**config.mk**
```make
export PLATFORM = sky130hd
export DESIGN_NAME = hr_reg_o
export DESIGN_NICKNAME = d
export VERILOG_FILES = /design/src/rtl/hr_reg_o.sv
export SDC_FILE = /design/constraint.sdc
export NUM_CORES = 1
export LEC_CHECK = 0
export CAP_MARGIN = 40
export CELL_PAD_IN_SITES_DETAIL_PLACEMENT = 1
export CELL_PAD_IN_SITES_GLOBAL_PLACEMENT = 1
export CORE_MARGIN = 2
export CORE_UTILIZATION = 37
export DETAILED_ROUTE_END_ITERATION = 6
export GPL_TIMING_DRIVEN = 0
export PLACE_DENSITY = 0.87
export SYNTH_ARGS = -nofsm -noshare
export SYNTH_HDL_FRONTEND = slang
export SYNTH_SLANG_ARGS = --single-unit
```
**constraint.sdc**
```tcl
create_clock -name clk -period 3.46 [get_ports clk]
set_input_delay 0.346 -clock clk [delete_from_list [all_inputs] [get_ports clk]]
set_output_delay 0.346 -clock clk [all_outputs]
set_load 0.01 [all_outputs]
```
**src/rtl/hr_reg_o.sv**
```systemverilog
// Hour-ones digit of the 24-hour time register: counts minute carries, accepts
// checked set values, and clamps the digit when the tens digit becomes 2.
module hr_reg_o #(
    parameter logic [3:0] MAX_AT_2 = 4'd3,
    parameter logic [3:0] MAX_ONES = 4'd9
) (
    input  logic       clk,
    input  logic       resetn,
    input  logic       inc,
    input  logic       set,
    input  logic [3:0] new_val,
    input  logic       hit2_T,
    output logic [3:0] Q,
    output logic       inc_T,
    output logic       err,
    output logic [1:0] state
);

    localparam logic [1:0] ST_RUN = 2'b00;
    localparam logic [1:0] ST_SET = 2'b01;
    localparam logic [1:0] ST_FIX = 2'b10;

    logic [1:0] state_q, state_d;
    logic [3:0] q_q, q_d;
    logic       inc_t_q, inc_t_d;
    logic       err_q, err_d;
    logic       hit2_q, hit2_d;
    logic       armed_q, armed_d;
    logic       rise_s;
    logic       wrap_s;
    logic [3:0] limit_s;

    function automatic logic [3:0] limit_f(input logic tens_is_2);
        logic [3:0] lim;
        if (tens_is_2) begin
            lim = MAX_AT_2;
        end else begin
            lim = MAX_ONES;
        end
        return lim;
    endfunction

    // Next-state, digit, carry and error computation
    always_comb begin
        state_d = state_q;
        q_d     = q_q;
        inc_t_d = 1'b0;
        err_d   = err_q;
        hit2_d  = hit2_T;
        // armed_q masks a hit2_T that is already high when reset releases
        armed_d = 1'b1;
        limit_s = limit_f(hit2_T);
        rise_s  = hit2_T & ~hit2_q & armed_q;
        // >= rather than == keeps an out-of-range digit from counting past the limit
        wrap_s  = (q_q >= limit_s);

        case (state_q)
            ST_RUN: begin
                if (set) begin
                    state_d = ST_SET;
                    if (new_val <= limit_s) begin
                        q_d   = new_val;
                        err_d = 1'b0;
                    end else begin
                        err_d = 1'b1;
                    end
                end else if (rise_s && (q_q > MAX_AT_2)) begin
                    state_d = ST_FIX;
                end else if (inc) begin
                    if (wrap_s) begin
                        q_d     = 4'd0;
                        inc_t_d = 1'b1;
                    end else begin
                        q_d = q_q + 4'd1;
                    end
                end else begin
                    q_d = q_q;
                end
            end
            ST_SET: begin
                if (set) begin
                    if (new_val <= limit_s) begin
                        q_d   = new_val;
                        err_d = 1'b0;
                    end else begin
                        err_d = 1'b1;
                    end
                end else begin
                    state_d = ST_RUN;
                end
            end
            ST_FIX: begin
                q_d   = MAX_AT_2;
                err_d = 1'b1;
                if (set) begin
                    state_d = ST_SET;
                end else begin
                    state_d = ST_RUN;
                end
            end
            default: begin
                state_d = ST_RUN;
            end
        endcase
    end

    // State registers with synchronous active-low reset
    always_ff @(posedge clk) begin
        if (!resetn) begin
            state_q <= ST_RUN;
            q_q     <= 4'd0;
            inc_t_q <= 1'b0;
            err_q   <= 1'b0;
            hit2_q  <= 1'b0;
            armed_q <= 1'b0;
        end else begin
            state_q <= state_d;
            q_q     <= q_d;
            inc_t_q <= inc_t_d;
            err_q   <= err_d;
            hit2_q  <= hit2_d;
            armed_q <= armed_d;
        end
    end

    assign Q     = q_q;
    assign inc_T = inc_t_q;
    assign err   = err_q;
    assign state = state_q;

endmodule
```
==> impl_metrics.json, run 1 <==
{
  "outcome": "complete, no violations",
  "tritoncts.num_buffers": 3,
  "postCtsHoldBufs": 0,
  "min_path_type": "flip-flop to flip-flop",
  "ys_top_cells_by_area": "sky130_fd_sc_hd__dfxtp_1 28%, sky130_fd_sc_hd__ha_1 16%, sky130_fd_sc_hd__o21ai_0 4.2%",
  "antenna_violations_before_repair": 0,
  "cp-end-kind": "flip-flop",
  "ys_seq_area_share_pct": 28.32,
  "worst-path-buf-inv": 2,
  "setup_violations": 0,
  "final.setup.tns_ns": 0,
  "die_area_mm2": 0.002276,
  "htree_levels": 1,
  "final_net_count": 121,
  "cp_data_required_time_ns": 3.66,
  "dp_hpwl_um": 1415,
  "syn_nets": 101,
  "totalPowerFinal_w": 0.0003521,
  "timing.setup.critical_path_class": "input port to flip-flop",
  "internal_power_w": 0.0002453,
  "min_cycle_time_layout_ns": 2.339,
  "combined_area_of_all_synthesized_cells_um2": 706.9,
  "initial_core_util_pct": 40.07,
  "finalWeightedCongestion": 0.7783,
  "combPwrFrac_pct": 32.0,
  "std_cell_rows": 15,
  "cts_root_buf": "sky130_fd_sc_hd__clkbuf_4",
  "latest_clock_arrival_within_the_worst_skew_pair_ns": 0.26,
  "port_buffers": 15,
  "grt_remaining_overflow": 0,
  "cp_max_fo": 5,
  "clkPwrFrac_pct": 29.5,
  "critical-path-top-delay-family": "compound AO/OA/AOI/OAI gates",
  "timing.slew.headroom_pct": 66.40,
  "cp_data_arrival_time_ns": 2.54,
  "seq_power_share_pct": 38.5,
  "unrepaired_setup_endpoints_after_global_routing": "false",
  "leakage_nw": 0.3603,
  "ys_async_sr_fraction_pct": 0,
  "max_clock_freq_mhz": 427.6,
  "cts.path.max_buffers": 2,
  "boundaryPins": 17,
  "synth_top_area_share_pct": 28.32,
  "tightestPinTransition_ns": 0.5027,
  "cp-start-kind": "input port",
  "postSynthRegisterBits": 10,
  "synth_cell_types": 36,
  "fp.coreArea_mm2": 0.001764,
  "crit_path_max_incr_delay_ns": 0.56,
  "drt-vias-per-instance": 5.488,
  "path_cells": "clkdlybuf4s50_1 -> inv_1 -> ha_1 -> a211o_1 -> a2111oi_1 -> nand2_1 -> o211a_2 -> o22ai_1",
  "final_hold_viol_count": 0,
  "critPathSlowestCell": "sky130_fd_sc_hd__clkdlybuf4s50_1",
  "cts_resized": 0,
  "clock_sinks": 10,
  "netlist_instances": 83,
  "largest_net_degree_at_the_start_of_global_routing": 11,
  "drive_above_1_share_pct": 8.824,
  "switching_share_pct": 30.32,
  "yosys_warnings": 0,
  "die_x_um": 47.71,
  "max-vdd-ir-drop_mv": 0.1994,
  "grt_total_usage_pct": 18.58,
  "routed_wl_um": 1711,
  "final-max-slew-violation-count": 0,
  "total_via_count_in_the_routed_design": 697,
  "die_height_um": 47.71,
  "cap_violations": 0,
  "dr.first_iter.drc_count": 7,
  "synth-edff-count": 0,
  "areaGrowthSynthToFinish_pct": 30.80,
  "detail_route.wl_per_cell_um": 13.47,
  "power.switching_w": 0.0001068,
  "drtPass1Iterations": 2,
  "num_antenna_cells": 0,
  "grt_pass1_wl_um": 2939,
  "fin_skew_ns": 0.0009498,
  "syn-mean-instance-area_um2": 8.517,
  "drt_drc_violations_left": 0,
  "cts_setup_buffers": 0,
  "detail-route-antenna-nets": 0,
  "main_synth_ff_type": "sky130_fd_sc_hd__dfxtp_1",
  "power.density_cell_area_mw_per_mm2": 380.8,
  "cts_tree": "done",
  "path_clk_slew_ns": 0.06,
  "synth_top_area_cell": "sky130_fd_sc_hd__dfxtp_1",
  "period_share_pct": 67.60,
  "final.hold.worst_slack_ns": 0.5444,
  "first_global_vias": 700
}
-- cell families after synthesis --
| kind of cell | share of synthesized area, % |
|---|---|
| adders and majority gates | 15.93 |
| DFF | 28.32 |
| AOI/OAI and AO/OA | 28.50 |
| muxes | 4.602 |
| xor gates and xnor gates | 1.239 |
| buffers and inverters | 4.248 |
| and+or+nand+nor | 17.17 |
-- cell type report --
cell class	instances	area [um2]
fill	224	839.6
buffer	2	7.507
multi-input combinational	65	476.7
clock buffer	4	36.28
sequential	10	200.2
inverter	6	22.52
timing repair buffer	15	150.1
tap	25	31.28
-- placed cells by master (no fill, tap or decap), types with 2 or more instances in the layout --
cell type	instances
sky130_fd_sc_hd__a21oi_1	4
sky130_fd_sc_hd__a31oi_1	4
sky130_fd_sc_hd__and2_1	3
sky130_fd_sc_hd__clkbuf_1	2
sky130_fd_sc_hd__clkbuf_4	3
sky130_fd_sc_hd__clkdlybuf4s50_1	15
sky130_fd_sc_hd__dfxtp_1	10
sky130_fd_sc_hd__ha_1	9
sky130_fd_sc_hd__inv_1	6
sky130_fd_sc_hd__mux2_2	2
sky130_fd_sc_hd__nand2_1	4
sky130_fd_sc_hd__nand3_1	2
sky130_fd_sc_hd__nor2_1	6
sky130_fd_sc_hd__nor2b_1	2
sky130_fd_sc_hd__o21ai_0	6
-- power groups by stage --
stage                     combinational, W  sequential, W  clock (W)
after floorplan                  0.0000676       0.000140          0
after global placement            0.000109       0.000137          0
after detailed placement          0.000113       0.000138          0
after CTS                         0.000114       0.000136   0.000109
after global routing              0.000125       0.000137   0.000118
final                             0.000113       0.000135   0.000104
-- per-stage QoR --
stage	std cells	setup WS [ns]	utilization [%]	area, um2
2_1_floorplan	83	1.604	-	706.9
3_3_place_gp	123	0.9104	50.35	888.4
3_5_place_dp	123	0.8691	50.35	888.4
4_1_cts	127	1.147	52.41	924.6
5_1_grt	127	1.006	52.41	924.6
6_report	127	1.121	52.41	924.6
-- synthesized netlist by cell type (2+ instances only) --
master	n
sky130_fd_sc_hd__nor2b_1	2
sky130_fd_sc_hd__a31oi_1	4
sky130_fd_sc_hd__ha_1	9
sky130_fd_sc_hd__mux2_2	2
sky130_fd_sc_hd__a21oi_1	4
sky130_fd_sc_hd__and2_1	3
sky130_fd_sc_hd__nand3_1	2
sky130_fd_sc_hd__nor2_1	6
sky130_fd_sc_hd__nand2_1	4
sky130_fd_sc_hd__inv_1	6
sky130_fd_sc_hd__o21ai_0	6
sky130_fd_sc_hd__dfxtp_1	10
sky130_fd_sc_hd__clkbuf_1	2
-- worst reg2reg max path: cells and delay by family (launching register included) --
family                     cells  cell delay [ns]
AOI/OAI and AO/OA              4             1.14
adders and majority gates      1             0.26
DFF                            1             0.42
and+or+nand+nor                1             0.12
-- flip-flops by register name, summed over array words and instances, names as in the netlist --
register and count:
Q 4, state 2, armed_q 1, err 1, hit2_q 1, inc_T 1
-- worst paths after layout --
path                           from                 to  slack (ns)  depth (start not counted)
hold reg to reg    err$_SDFFE_PN0P_   err$_SDFFE_PN0P_        0.54                          2
setup / recovery             hit2_T  Q[3]$_SDFFE_PN0P_        1.12                          8
hold / removal     err$_SDFFE_PN0P_   err$_SDFFE_PN0P_        0.54                          2
setup reg to reg  Q[1]$_SDFFE_PN0P_  Q[3]$_SDFFE_PN0P_        1.46                          6
-- layer usage --
layer,wire length (um),up-vias,GRT usage (%)
li1,-,355,-
met1,784,330,22.35
met2,851,10,31.20
met3,65,2,7.170
met4,9,0,4.324
met5,0,-,0
(Power assumes the default switching activity.)
==> run 2, diff against run 1 <==
Settings changed: CORE_UTILIZATION 37 to 35, PLACE_DENSITY 0.87 to 0.83.
Clock period 3.46 ns to 2.3 ns, I/O delays scaled along.
==> run 2 against run 1 <==
Sequential share of layout area grew 0.088 points. First-iteration DRC count grew 29%. Worst hold slack got worse by 0.19 ns. Die area rose by 5.2%. Via count grew 1.1%. Largest cell class unchanged. Highest routed layer is now met3.
==> impl_metrics.json, run 2 (synthesis gave the netlist of run 1 again) <==
{
  "outcome": "complete, no violations",
  "final-max-slew-violation-count": 0,
  "period_share_pct": 89.55,
  "drt_drc_violations_left": 0,
  "path_clk_slew_ns": 0.07,
  "finalWeightedCongestion": 0.7552,
  "first_global_vias": 735,
  "mostFrequentLayoutCell": "sky130_fd_sc_hd__clkdlybuf4s50_1",
  "utilization_pct": 47.42,
  "port_buffers": 15,
  "pre_cts_setup_slack_ns": -0.1900,
  "antenna_violations_before_repair": 0,
  "worst-path-buf-inv": 1,
  "unrepaired_setup_endpoints_after_global_routing": "false",
  "final_net_count": 121,
  "dr.first_iter.drc_count": 9,
  "fin_skew_ns": 0.001437,
  "cp-end-kind": "flip-flop",
  "die_area_mm2": 0.002395,
  "cts_setup_buffers": 0,
  "largest_reg_flops": 4,
  "initial_core_util_pct": 36.40,
  "clock_sinks": 10,
  "timing.reg2reg.worst_path_depth": 7,
  "max-vdd-ir-drop_mv": 0.2582,
  "die_x_um": 48.94,
  "totalPowerFinal_w": 0.0005013,
  "drive_above_1_share_pct": 8.911,
  "detail_route.wl_per_cell_um": 15.18,
  "layout.cells.most_common_list": "14 x sky130_fd_sc_hd__clkdlybuf4s50_1, 10 x sky130_fd_sc_hd__dfxtp_1, 9 x sky130_fd_sc_hd__ha_1",
  "timing.slew.headroom_pct": 71.90,
  "fp.coreArea_mm2": 0.001942,
  "min_cycle_time_layout_ns": 2.060,
  "dp_hpwl_um": 1475,
  "timing.setup.critical_path_class": "flip-flop to flip-flop",
  "worst_hold_path_depth": 2,
  "grt_remaining_overflow": 0,
  "drt-vias-per-instance": 5.508,
  "drtPass1Iterations": 4,
  "fin_cells": 128,
  "path_cells": "inv_1 -> ha_1 -> mux2_2 -> nand3_1 -> o21ai_1 -> and3_1 -> a31o_1",
  "critical-path-top-delay-family": "flip-flops",
  "worst_slack_ns": 0.2404,
  "critPathSlowestCell": "sky130_fd_sc_hd__dfxtp_1",
  "setup_violations": 0,
  "cap_violations": 0,
  "detail-route-antenna-nets": 0,
  "total_via_count_in_the_routed_design": 705,
  "rr_startpoint": "state[1]$_SDFFE_PN0P_",
  "num_antenna_cells": 0,
  "cp_data_required_time_ns": 2.45,
  "cell_count_after_placement": 125,
  "cts_tree": "done",
  "final_hold_viol_count": 0,
  "htree_levels": 1,
  "cp-start-kind": "flip-flop",
  "largest_net_degree_at_the_start_of_global_routing": 11,
  "cp_data_arrival_time_ns": 2.21,
  "crit_path_max_incr_delay_ns": 0.46,
  "leakage_nw": 0.3636,
  "die_height_um": 48.94,
  "areaGrowthSynthToFinish_pct": 30.27,
  "power.density_cell_area_mw_per_mm2": 544.4,
  "cp_max_fo": 7,
  "latest_clock_arrival_within_the_worst_skew_pair_ns": 0.26,
  "crit-reg2reg-capture": "Q[2]$_SDFFE_PN0P_",
  "worst-r2r-setup-slack_ns": 0.24,
  "cts.path.max_buffers": 2,
  "min_from": "hit2_T",
  "regArea_um2": 200.2,
  "boundaryPins": 17,
  "grt_pass1_wl_um": 3291,
  "min_path_type": "input port to flip-flop",
  "routed_wl_um": 1943,
  "n_fill_cell": 248,
  "max_clock_freq_mhz": 485.5,
  "tightestPinTransition_ns": 0.4207,
  "tritoncts.num_buffers": 3,
  "multiInputGateArea_um2": 481.7,
  "std_cell_rows": 16,
  "grt_total_usage_pct": 17.44,
  "cts_root_buf": "sky130_fd_sc_hd__clkbuf_4",
  "min_to": "hit2_q$_SDFF_PN0_"
}
==> run 2: cell type report <==
| class | instances | share of cell area, % |
|---|---|---|
| clock buffer | 3 | 2.446 |
| inverter | 6 | 2.446 |
| multi-input combinational | 65 | 52.31 |
| timing repair buffer | 15 | 16.58 |
| sequential | 10 | 21.74 |
| buffer | 2 | 0.8152 |
| tap | 27 | 3.668 |
==> run 2: timing repair <==
action,CTS,global route
gates resized for setup,1,1
hold buffers,0,0
setup endpoints to repair,2,2
==> run 2: power by group <==
| part | switching [W] | internal, W | total [W] |
|---|---|---|---|
| clock | 0.0000597 | 0.0000604 | 0.000120 |
| combinational | 0.0000896 | 0.0000872 | 0.000177 |
| sequential | 0.0000174 | 0.000187 | 0.000204 |
| total | 0.000167 | 0.000335 | 0.000501 |
==> run 2: through the flow <==
step / TNS (ns) / cell area (um2) / hold slack [ns]
CTS: 0 / 918.4 / 0.4682
global route: 0 / 920.9 / 0.3791
global placement: -0.4793 / 890.9 / 0.5321
detailed placement: -0.6657 / 890.9 / 0.5395
floorplan: 0 / 706.9 / 0.2577
finish: 0 / 920.9 / 0.3521
==> run 2: worst max path at each step <==
stage / start / cells after the start / end / slack, ns
finish: state[1]$_SDFFE_PN0P_ / 7 / Q[2]$_SDFFE_PN0P_ / 0.24
global route: state[1]$_SDFFE_PN0P_ / 7 / Q[2]$_SDFFE_PN0P_ / 0.07
CTS: hit2_T / 8 / Q[2]$_SDFFE_PN0P_ / 0.06
detailed placement: hit2_T / 8 / Q[2]$_SDFFE_PN0P_ / -0.19
global placement: hit2_T / 8 / Q[3]$_SDFFE_PN0P_ / -0.14
floorplan: state[1]$_SDFFE_PN0P_ / 7 / Q[2]$_SDFFE_PN0P_ / 0.44
==> run 2: metal layers <==
layer / global-route usage (%) / part of all wire [%]
met3: 2.761 / 2.2
met2: 33.33 / 52
met1: 21.10 / 45
met5: 0 / 0
met4: 1.429 / 0
==> run 2: worst register-to-register path: stages, from the launching register on <==
cell and delay, ns:
sky130_fd_sc_hd__dfxtp_1 0.46, sky130_fd_sc_hd__inv_1 0.10, sky130_fd_sc_hd__ha_1 0.43, sky130_fd_sc_hd__mux2_2 0.43, sky130_fd_sc_hd__nand3_1 0.10, sky130_fd_sc_hd__o21ai_1 0.08
sky130_fd_sc_hd__and3_1 0.18, sky130_fd_sc_hd__a31o_1 0.18
==> run 3, diff against run 2 <==
Settings changed: GPL_TIMING_DRIVEN 0 to unset.
Clock period 2.3 ns to 2 ns, I/O delays scaled along.
==> run 3 against run 2 <==
Worst setup slack worse by 0.095 ns. Register-to-register slack worse by 0.09 ns. Routed wire length up 15%. Clock power up 54%. Global-route usage up 2.5 points. Die area unchanged. Total power up 36%. Sequential share of layout area down 3.0 points. Sequential cell count unchanged. Via count up 6.4%. First-iteration DRC count up 110%. Critical endpoint unchanged. Largest cell class unchanged. Highest routed layer is now met4.
==> impl_metrics.json, run 3 (synthesis gave the netlist of run 1 again) <==
{
  "outcome": "complete, no violations",
  "leakage_nw": 0.4380,
  "max-vdd-ir-drop_mv": 0.5739,
  "path_clk_slew_ns": 0.07,
  "timing.slew.headroom_pct": 72.35,
  "dr.first_iter.drc_count": 19,
  "num_antenna_cells": 0,
  "worst_setup_path_startpoint": "state[0]$_SDFFE_PN0P_",
  "cp-start-kind": "flip-flop",
  "dp_hpwl_um": 1676,
  "final.setup.tns_ns": 0,
  "worst-r2r-setup-slack_ns": 0.15,
  "grt_pass1_wl_um": 3643,
  "die_area_mm2": 0.002395,
  "crit_path_max_incr_delay_ns": 0.41,
  "fin_skew_ns": 0.002959,
  "mostFrequentLayoutCell": "sky130_fd_sc_hd__clkdlybuf4s50_1",
  "timing.reg2reg.worst_path_depth": 7,
  "finalWeightedCongestion": 0.7745,
  "cell_count_after_placement": 135,
  "final_net_count": 132,
  "drt_drc_violations_left": 0,
  "timing.setup.critical_path_class": "flip-flop to flip-flop",
  "cp_data_arrival_time_ns": 2.02,
  "period_share_pct": 92.72,
  "largest_reg_flops": 4,
  "cp_data_required_time_ns": 2.17,
  "first_global_vias": 753,
  "drt-vias-per-instance": 5.357,
  "detail-route-antenna-nets": 0,
  "tritoncts.num_buffers": 3,
  "path_cells": "inv_1 -> ha_1 -> mux2_2 -> nand3_1 -> o21ai_1 -> and3_1 -> a31o_1",
  "rr_startpoint": "state[0]$_SDFFE_PN0P_",
  "critPathSlowestCell": "sky130_fd_sc_hd__dfxtp_1",
  "max_clock_freq_mhz": 539.2,
  "antenna_violations_before_repair": 0,
  "drtPass1Iterations": 4,
  "die_height_um": 48.94,
  "postPlaceCellArea_um2": 975.9,
  "fp.coreArea_mm2": 0.001942,
  "crit-reg2reg-capture": "Q[2]$_SDFFE_PN0P_",
  "cp-end-kind": "flip-flop",
  "areaGrowthSynthToFinish_pct": 51.15,
  "largest_net_degree_at_the_start_of_global_routing": 13,
  "power.density_cell_area_mw_per_mm2": 636.7,
  "total_via_count_in_the_routed_design": 750,
  "fin_cells": 140,
  "grt_total_usage_pct": 19.99,
  "detail_route.wl_per_cell_um": 15.92,
  "cp_max_fo": 5,
  "clock_sinks": 10,
  "cts_tree": "done",
  "drive_above_1_share_pct": 22.12,
  "boundaryPins": 17,
  "cts_root_buf": "sky130_fd_sc_hd__clkbuf_4",
  "initial_core_util_pct": 36.40,
  "pre_cts_setup_slack_ns": -0.2786,
  "die_x_um": 48.94,
  "std_cell_rows": 16,
  "final_hold_viol_count": 0,
  "latest_clock_arrival_within_the_worst_skew_pair_ns": 0.27,
  "tightestPinTransition_ns": 0.4135,
  "final-max-slew-violation-count": 0,
  "setup_violations": 0,
  "layout.cells.most_common_list": "15 x sky130_fd_sc_hd__clkdlybuf4s50_1, 12 x sky130_fd_sc_hd__buf_4, 10 x sky130_fd_sc_hd__dfxtp_1",
  "routed_wl_um": 2229,
  "grt_remaining_overflow": 0,
  "unrepaired_setup_endpoints_after_global_routing": "false",
  "cap_violations": 0,
  "totalPowerFinal_w": 0.0006803,
  "cts.path.max_buffers": 2,
  "port_buffers": 16,
  "worst_slack_ns": 0.1455,
  "min_cycle_time_layout_ns": 1.854,
  "final_cell_area_mm2": 0.001069,
  "worstSetupEndpoint": "Q[2]$_SDFFE_PN0P_",
  "min_path_type": "input port to flip-flop",
  "htree_levels": 1
}
run 3: power breakdown:
part | switching, W | total (W) | internal (W)
clock | 0.0000747 | 0.000185 | 0.000111
combinational | 0.000124 | 0.000261 | 0.000136
sequential | 0.0000194 | 0.000234 | 0.000215
total | 0.000219 | 0.000680 | 0.000462
run 3: through the flow:
stage,util (%),hold slack [ns]
after floorplan,-,0.2277
after global placement,50.26,0.5403
after detailed placement,50.26,0.5407
after CTS,52.38,0.5158
after global routing,55.03,0.3754
final,55.03,0.3414
run 3: worst min path at each step:
stage / startpoint / end / slack [ns] / cells after the start
finish: hit2_T / hit2_q$_SDFF_PN0_ / 0.34 / 3
global route: hit2_T / hit2_q$_SDFF_PN0_ / 0.38 / 3
CTS: inc / inc_T$_SDFF_PP0_ / 0.52 / 3
detailed placement: Q[3]$_SDFFE_PN0P_ / Q[3]$_SDFFE_PN0P_ / 0.54 / 2
global placement: Q[3]$_SDFFE_PN0P_ / Q[3]$_SDFFE_PN0P_ / 0.54 / 2
floorplan: resetn / armed_q$_DFF_P_ / 0.23 / 0
run 3: layout make-up:
class | instances | area [um2]
multi-input combinational | 65 | 523.0
timing repair buffer | 28 | 252.7
fill | 238 | 873.3
sequential | 10 | 200.2
clock buffer | 4 | 36.28
tap | 27 | 33.78
inverter | 6 | 22.52
run 3: metal layers:
layer | vias up | routed length, um | track usage, %
met3 | 4 | 87 | 6.135
met1 | 361 | 979 | 25.09
met2 | 14 | 1129 | 33.79
met4 | 0 | 31 | 3.810
met5 | - | 0 | 0
li1 | 371 | - | -
run 3: what timing repair did:
action	CTS	global route
pin swaps	0	6
resized for setup	1	6
hold buffers	0	0
setup buffers	0	1
endpoints found under the setup margin	1	4
run 3: critical path, delay by kind of cell (launching register included):
family	cells	cell delay [ns]
AO/OA/AOI/OAI	2	0.25
adder cells (fa/ha/maj)	1	0.31
buffers and inverters	1	0.10
flip-flops	1	0.41
multiplexers	1	0.41
AND/OR/NAND/NOR	2	0.29
